--- src/rtl/adf_pkg.sv ---
// Shared constants and types for the adaptive filter frame path.
// Timeout defaults are also used by the SPI front end.
package adf_pkg;

  localparam int W           = 14;
  localparam int GAP_TIMEOUT = 2048;
  localparam int RUN_TIMEOUT = 4096;
  localparam int CW          = 12;

  localparam logic [W-1:0] SYNC_WORD = 14'h0FFF;

  typedef enum logic [2:0] {
    IDLE   = 3'd0,
    WAIT_X = 3'd1,
    WAIT_D = 3'd2,
    RUN    = 3'd3,
    OUT    = 3'd4
  } state_e;

  typedef struct packed {
    logic [W-1:0] x;
    logic [W-1:0] d;
  } flt_req_t;

endpackage

--- src/rtl/adf_timeout_cnt.sv ---
// Saturating timeout counter with a run-time limit.
// expired is raised while enabled and the count sits at the limit.
module adf_timeout_cnt #(
  parameter int CW = 12
) (
  input  logic          clk,
  input  logic          rstn,
  input  logic          clr,
  input  logic          en,
  input  logic [CW-1:0] limit,
  output logic          expired
);

  logic [CW-1:0] cnt;

  always_ff @(posedge clk or negedge rstn) begin
    if (!rstn) begin
      cnt <= '0;
    end else if (clr) begin
      cnt <= '0;
    end else if (en && cnt != '1) begin
      cnt <= cnt + 1'b1;
    end
  end

  assign expired = en && (cnt == limit);

endmodule

--- src/rtl/adf_frame_ctrl.sv ---
// Host frame sequencer: sync, x, d -> one filter update -> tx word.
// Handles resync, gap/run timeouts and overrun.
module adf_frame_ctrl
  import adf_pkg::*;
(
  input  logic         clk,
  input  logic         rstn,
  input  logic         rx_valid,
  input  logic [W-1:0] rx_word,
  output logic         flt_start,
  output logic [W-1:0] flt_x,
  output logic [W-1:0] flt_d,
  input  logic         flt_done,
  input  logic [W-1:0] flt_y,
  output logic [W-1:0] tx_word,
  output logic         tx_load,
  output logic         busy,
  output logic [15:0]  frame_cnt,
  output logic         err_ovr,
  output logic         err_tmo,
  input  logic         err_clr
);

  localparam logic [CW-1:0] GAP_LIM =
    CW'(GAP_TIMEOUT - 1);
  localparam logic [CW-1:0] RUN_LIM =
    CW'(RUN_TIMEOUT - 1);

  state_e   state_q, state_d;
  flt_req_t req_q;

  logic          is_sync;
  logic          in_gap;
  logic          tmr_en;
  logic          tmr_clr;
  logic          tmr_exp;
  logic [CW-1:0] tmr_lim;

  logic cap_x, cap_d, start_d;
  logic ovr_set, tmo_set;

  assign is_sync = (rx_word == SYNC_WORD);
  assign in_gap  = (state_q == WAIT_X) ||
                   (state_q == WAIT_D);
  assign tmr_en  = in_gap || (state_q == RUN);
  assign tmr_lim = (state_q == RUN) ? RUN_LIM
                                    : GAP_LIM;

  // Any state change restarts the shared timer.
  assign tmr_clr = (state_d != state_q) ||
                   (in_gap && rx_valid);

  adf_timeout_cnt #(.CW(CW)) u_tmr (
    .clk     (clk),
    .rstn    (rstn),
    .clr     (tmr_clr),
    .en      (tmr_en),
    .limit   (tmr_lim),
    .expired (tmr_exp)
  );

  always_comb begin
    state_d = state_q;
    cap_x   = 1'b0;
    cap_d   = 1'b0;
    start_d = 1'b0;
    ovr_set = 1'b0;
    tmo_set = 1'b0;
    unique case (state_q)
      IDLE, OUT: begin
        if (rx_valid && is_sync) begin
          state_d = WAIT_X;
        end else begin
          state_d = IDLE;
        end
      end
      WAIT_X: begin
        if (rx_valid) begin
          if (!is_sync) begin
            cap_x   = 1'b1;
            state_d = WAIT_D;
          end
        end else if (tmr_exp) begin
          tmo_set = 1'b1;
          state_d = IDLE;
        end
      end
      WAIT_D: begin
        if (rx_valid) begin
          if (is_sync) begin
            state_d = WAIT_X;
          end else begin
            cap_d   = 1'b1;
            start_d = 1'b1;
            state_d = RUN;
          end
        end else if (tmr_exp) begin
          tmo_set = 1'b1;
          state_d = IDLE;
        end
      end
      RUN: begin
        ovr_set = rx_valid;
        if (flt_done) begin
          state_d = OUT;
        end else if (tmr_exp) begin
          tmo_set = 1'b1;
          state_d = IDLE;
        end
      end
      default: state_d = IDLE;
    endcase
  end

  always_ff @(posedge clk or negedge rstn) begin
    if (!rstn) begin
      state_q   <= IDLE;
      req_q     <= '0;
      flt_start <= 1'b0;
      tx_word   <= '0;
      tx_load   <= 1'b0;
      busy      <= 1'b0;
      frame_cnt <= '0;
      err_ovr   <= 1'b0;
      err_tmo   <= 1'b0;
    end else begin
      state_q   <= state_d;
      flt_start <= start_d;
      tx_load   <= (state_d == OUT);
      busy      <= (state_d != IDLE);
      if (cap_x) req_q.x <= rx_word;
      if (cap_d) req_q.d <= rx_word;
      if (state_d == OUT) begin
        tx_word   <= flt_y;
        frame_cnt <= frame_cnt + 16'd1;
      end
      // A same-cycle set beats err_clr.
      err_ovr <= ovr_set | (err_ovr & ~err_clr);
      err_tmo <= tmo_set | (err_tmo & ~err_clr);
    end
  end

  assign flt_x = req_q.x;
  assign flt_d = req_q.d;

endmodule

--- config.mk ---
export PLATFORM = sky130hd
export DESIGN_NAME = adf_frame_ctrl
export DESIGN_NICKNAME = d
export VERILOG_FILES = /design/src/rtl/adf_pkg.sv /design/src/rtl/adf_timeout_cnt.sv /design/src/rtl/adf_frame_ctrl.sv
export SDC_FILE = /design/constraint.sdc
export NUM_CORES = 1
export LEC_CHECK = 0
export CAP_MARGIN = 10
export CORE_AREA = 5 5 128 130
export CTS_BUF_LIST = sky130_fd_sc_hd__clkbuf_8 sky130_fd_sc_hd__clkbuf_16
export CTS_CLUSTER_SIZE = 40
export DETAILED_ROUTE_END_ITERATION = 6
export DIE_AREA = 0 0 133 135
export PLACE_DENSITY = 0.49
export SLEW_MARGIN = 10
export SYNTH_ARGS = -nofsm -noshare
export SYNTH_HDL_FRONTEND = slang
export SYNTH_HIERARCHICAL = 1
export SYNTH_SLANG_ARGS = --single-unit
--- constraint.sdc ---
create_clock -name clk -period 10.5 [get_ports clk]
set_clock_uncertainty 0.2 [all_clocks]
set_input_delay 2.1 -clock clk [delete_from_list [all_inputs] [get_ports clk]]
set_output_delay 2.1 -clock clk [all_outputs]
set_load 0.03 [all_outputs]
# Yosys cells after proc, flatten, opt, wreduce, memory -nomap -nowiden
# Index checks and enable logic that the tools add are counted.
[classes]
addsub = 2
eq_ne = 9
muxes = 20
bitwise_logic = 5
reduce_logical = 12
[op_table]
columns = ["cell", "n"]
rows = [
  ["12-bit two-way mux", 3],
  ["16-bit by 1-bit adder with 16-bit output (second input constant)", 1],
  ["3-bit two-way mux", 5],
  ["14-bit by 12-bit equality test with 1-bit output (second input constant)", 1],
  ["12-bit by 1-bit adder with 12-bit output (second input constant)", 1],
  ["12-bit equality test", 1],
  ["12-bit != test (second input constant)", 1],
  ["3-bit case mux with 4 select lines", 1],
  ["1-bit two-way mux", 9],
  ["3-bit by 2-bit equality test with 1-bit output (second input constant)", 2],
  ["3-bit equality test (second input constant)", 2],
  ["1-bit logical AND", 4],
  ["2-bit OR reduction", 2],
  ["3-bit by 1-bit equality test with 1-bit output (second input constant)", 1],
  ["3-bit logical NOT", 1],
  ["1-bit logical OR", 3],
  ["3-bit != test", 1],
  ["3-bit nonzero test", 1],
  ["1-bit AND", 2],
  ["2-bit two-way mux", 1],
  ["1-bit bitwise OR", 2],
  ["1-bit case mux with 2 select lines", 1],
  ["2-bit nonzero test", 1],
  ["1-bit NOT", 1],
]
[word_totals]
regBits = 78
word_cells = 59

# Longest topological paths before layout
[depth]
ltp_word = 10
mapped_depth = 16
depth_no_buf = 14

# Modules after synthesis
# The synthesis kept the hierarchy.
[modules_own_cells]
columns = ["mod", "n_inst", "cells_each", "area_per_inst_um2"]
rows = [
  ["adf_frame_ctrl", 1, 232, 2805.2],
  ["adf_timeout_cnt", 1, 92, 867.1],
]

# Worst setup path before layout
# OpenSTA, ideal clock, no wires.
[synth_timing]
path_type = "input-to-reg"
startpoint = "in rx_valid"
endpoint = "reg u_tmr.cnt[6]"
arrival_ns = 3.875
slack_ns = 6.284
path_stages = 8
path_cell_list = "or4b_2 a21oi_1 a211oi_1 o21ai_0 clkbuf_1 inv_1 o311ai_0 o41ai_1"
[synth_via]
elab_chain_len = 6
elab_cells_between_ends = 10
cone_classes = "1 x eq/ne; 5 x mux; 4 x reduce/logical"
[synth_rtl]
columns = ["item", "line", "source"]
rows = [
  ["from (decl)", "adf_frame_ctrl.sv:8", "input logic rx_valid,"],
  ["1-bit logical AND", "adf_frame_ctrl.sv:71", "if (rx_valid && is_sync) begin"],
  ["1-bit two-way mux", "adf_frame_ctrl.sv:71", ""],
  ["3-bit case mux with 4 select lines", "adf_frame_ctrl.sv:69", "unique case (state_q)"],
  ["3-bit != test", "adf_frame_ctrl.sv:50", "assign tmr_clr = (state_d != state_q) ||"],
  ["1-bit logical OR (*)", "adf_frame_ctrl.sv:50", ""],
  ["net tmr_clr", "adf_frame_ctrl.sv:35", "logic tmr_clr;"],
  ["12-bit two-way mux / 2-bit nonzero test (equally long branches)", "n/a", ""],
  ["to (signal assigned)", "adf_timeout_cnt.sv:22", "cnt <= cnt + 1'b1;"],
  ["to (decl)", "adf_timeout_cnt.sv:14", "logic [CW-1:0] cnt;"],
]
# The timed path passes the listed nets; every way through them passes the cells marked *.
# A chain may end at the register's enable or synchronous reset.

# Worst setup path in the final report
[layout_timing]
startpoint = "in rx_valid"
endpoint = "reg u_tmr.cnt[5]"
# Same word-level chain as after synthesis.

==> impl_metrics.py <==
metrics = {
    "synth": {
        "synth.most_common_cell": "dfrtp_1",
        "synthFlopType": "dfrtp_1",
        "syn_avg_cell_area_sq_um": 11.3,
        "yosysUniqueCellTypes": 53,
        "ys_ff_latch": 78,
        "synth_common_cells": "dfrtp_1 (78), nand2_1 (60), mux2_4 (20), nor2_1 (20), xnor2_1 (16)",
        "postSynthCellCount": 324,
        "yosysWarnings": 6,
        "seq_area_frac_synth_pct": 53.2,
        "yosys.area.top_type": "dfrtp_1",
        "synth_edf_count": 0,
        "syn-cell-area_sq_um": 3670,
        "synth.area.top_cells": "dfrtp_1 (53%), mux2_4 (8.2%), nand2_1 (6.1%)",
        "yosys.area.top_type_share_pct": 53.2,
        "async_flop_share_pct": 100,
    },
    "timing": {
        "finalHoldViolations": 0,
        "finalCritPeriodShare_pct": 45.4,
        "rsz0062_at_grt": "no",
        "setup_tns_ns": 0,
        "final.min_clock_period_ns": 4.77,
        "fin_ws_ns": 5.73,
        "setup_violations": 0,
        "max_freq_mhz": 210,
        "relSlewSlack_pct": 30.5,
        "max_slew.worst_pin.slew_ns": 1.04,
        "maxSlewViolCount": 0,
    },
    "routing": {
        "routed.top_layer": "met4",
        "drt-vias-per-instance": 4.29,
        "vias": 2667,
        "route.met3.wl_microns": 538,
        "drc": 0,
        "drt-pass1-iter-count": 4,
        "wire_per_inst_microns": 14.1,
        "drt_iter0_markers": 59,
        "dr_wl_met2_microns": 3850,
        "routed_wl_microns": 8770,
        "wl_met1_microns": 4280,
        "drtAntennaViolNets": 0,
    },
    "power_and_ir_drop": {
        "power.leakage_nw": 2.27,
        "peakVddDrop_mv": 0.140,
        "p_per_area_nw_per_um2": 281,
    },
    "critical_path": {
        "cp_slowest_cell": "o21ai_1",
        "critPathArrivalTime_ns": 4.79,
        "r2r_cells": 12,
        "endpoint": "u_tmr/cnt[5]",
        "cp.required_ns": 10.52,
        "regToRegSetupSlack_ns": 6.63,
        "rr_startpoint": "state_q[1]",
        "crit_type": "input pin to register",
        "crit_start": "rx_valid",
        "r2r-end": "u_tmr/cnt[5]",
        "worstPathMaxFanout": 15,
        "critPathLaunchType": "input pin",
        "max_stage_delay_ns": 0.82,
        "end_kind": "register",
        "cp_cell_sequence": "clkdlybuf4s50_1 -> or4b_2 -> a21oi_1 -> a211oi_1 -> o21ai_1 -> nor2_1 -> mux2_4",
    },
    "cts": {
        "ctsHoldBuffers": 0,
        "cts_tree": "built",
        "clockBufferDepth": 2,
        "cts.sinks": 78,
        "clk_pin_slew_ns": 0.06,
        "numCtsBuffers": 9,
        "cts_max_level": 3,
        "clock_latency_ns": 0.34,
        "cts_setup_buffers": 0,
        "cts_root_buf": "clkbuf_16",
        "cts_resized": 0,
    },
    "placement": {
        "port_buffers": 95,
        "place_congestion": 0.756,
        "post-place-ws_ns": 5.40,
        "place_hpwl_microns": 6170,
    },
    "die": {
        "start_util_pct": 24.4,
        "ioPinCount": 96,
        "fp.dieW_microns": 133,
        "die_y_microns": 135,
        "dieArea_sq_um": 18000,
        "coreArea_sq_um": 15000,
        "rows": 45,
    },
    "global_route": {
        "grt_pass1_vias": 2870,
        "grt_pass1_wl_microns": 14800,
        "grt_usage_pct": 10.4,
        "antenna_found_initial": 0,
        "grt_max_degree": 79,
        "gr-total-overflow": 0,
    },
    "layout": {
        "n_fill_cell": 1525,
        "final-seq-area_sq_um": 1950,
        "multi_input_area_sq_um": 1650,
        "num_antenna_cells": 0,
        "final_util_pct": 34.3,
        "layout-drive-gt1-share_pct": 12.9,
        "nets": 464,
        "area_growth_pct": 40.3,
    },
    "flow_run": {
        "drv_cap": 0,
    },
    "hold_path": {
        "min_path_type": "register to register",
        "whs_path_depth": 2,
    },
    "outcome": {
        "outcome": "complete, no violations",
    },
}
kinds of logic after synthesis:
group | Yosys count | synth area share, %
flops | 78 | 53.2
fa+ha+maj | 2 | 0.681
other cells | 1 | 0.102
mux | 31 | 11.5
simple gates | 134 | 18.5
buf+inv | 24 | 3.17
compound gates | 23 | 5.52
xor+xnor | 31 | 7.39
critical path, delay by kind of cell:
kind	cells	cell delay [ns]
buffers and inverters	1	0.48
multiplexers	1	0.29
AO/OA/AOI/OAI	3	1.15
AND/OR/NAND/NOR	2	0.76
cell type report:
cell class / count / area share [%]
clock buffer: 10 / 4.64
clock inverter: 5 / 1.48
inverter: 12 / 0.874
multi-input combinational: 232 / 32.0
sequential: 78 / 37.9
tap: 188 / 4.57
timing repair buffer: 96 / 18.6
how the worst min path moves through the flow:
stage / slack, ns / to / start
CTS: 0.28 / frame_cnt[15] / frame_cnt[15]
detailed placement: 0.27 / tx_word[11] / tx_word[11]
global placement: 0.26 / frame_cnt[15] / frame_cnt[15]
finish: 0.27 / tx_word[9] / tx_word[9]
global route: 0.29 / frame_cnt[15] / frame_cnt[15]
floorplan: 0.34 / u_tmr/cnt[6] / u_tmr/cnt[6]
stage by stage:
stage | hold WS (ns) | instances | power (mW) | instance area (sq um)
finish | 0.272 | 621 | 1.45 | 5150
global route | 0.285 | 621 | 1.53 | 5150
CTS | 0.276 | 621 | 1.47 | 5150
detailed placement | 0.266 | 606 | 1.12 | 4840
global placement | 0.257 | 606 | 1.12 | 4840
floorplan | 0.337 | 334 | 0.864 | 3710
report_power, final:
part | leakage [nW] | total, mW | internal [mW] | switching [mW]
combinational | 1.13 | 0.633 | 0.290 | 0.343
sequential | 0.985 | 0.478 | 0.401 | 0.0776
clock | 0.161 | 0.334 | 0.212 | 0.122
total | 2.27 | 1.45 | 0.903 | 0.542
registers in the layout (all words and copies together) (netlist names):
register / count
frame_cnt: 16
flt_d: 14
flt_x: 14
tx_word: 14
u_tmr/cnt: 12
state_q: 3
busy: 1
err_ovr: 1
err_tmo: 1
flt_start: 1
tx_load: 1
routing by layer:
layer  global-route usage [%]  vias to the layer above
met1                     13.8                     1294
met3                     4.62                       10
met2                     15.3                       65
met5                        0                        -
met4                     2.77                        0
li1                         -                     1298
layout by cell type, fill, tap and decap left out, types with 2 or more instances in the layout:
master / n
clkdlybuf4s50_1: 94
dfrtp_1: 78
nand2_1: 60
nor2_1: 20
mux2_4: 20
xnor2_1: 16
xor2_1: 15
inv_1: 13
nand3_1: 11
conb_1: 11
mux2_2: 9
clkbuf_16: 9
nor3_1: 8
nor2b_1: 7
nand4_1: 5
nand4b_1: 3
a21oi_1: 3
a211oi_1: 3
nor2_2: 3
o21ai_0: 2
o22ai_1: 2
and4_1: 2
and3_1: 2
ha_1: 2
bufinv_16: 2
buf_4: 2
nor4_1: 2
mux2i_1: 2
(Power assumes the default switching activity.)
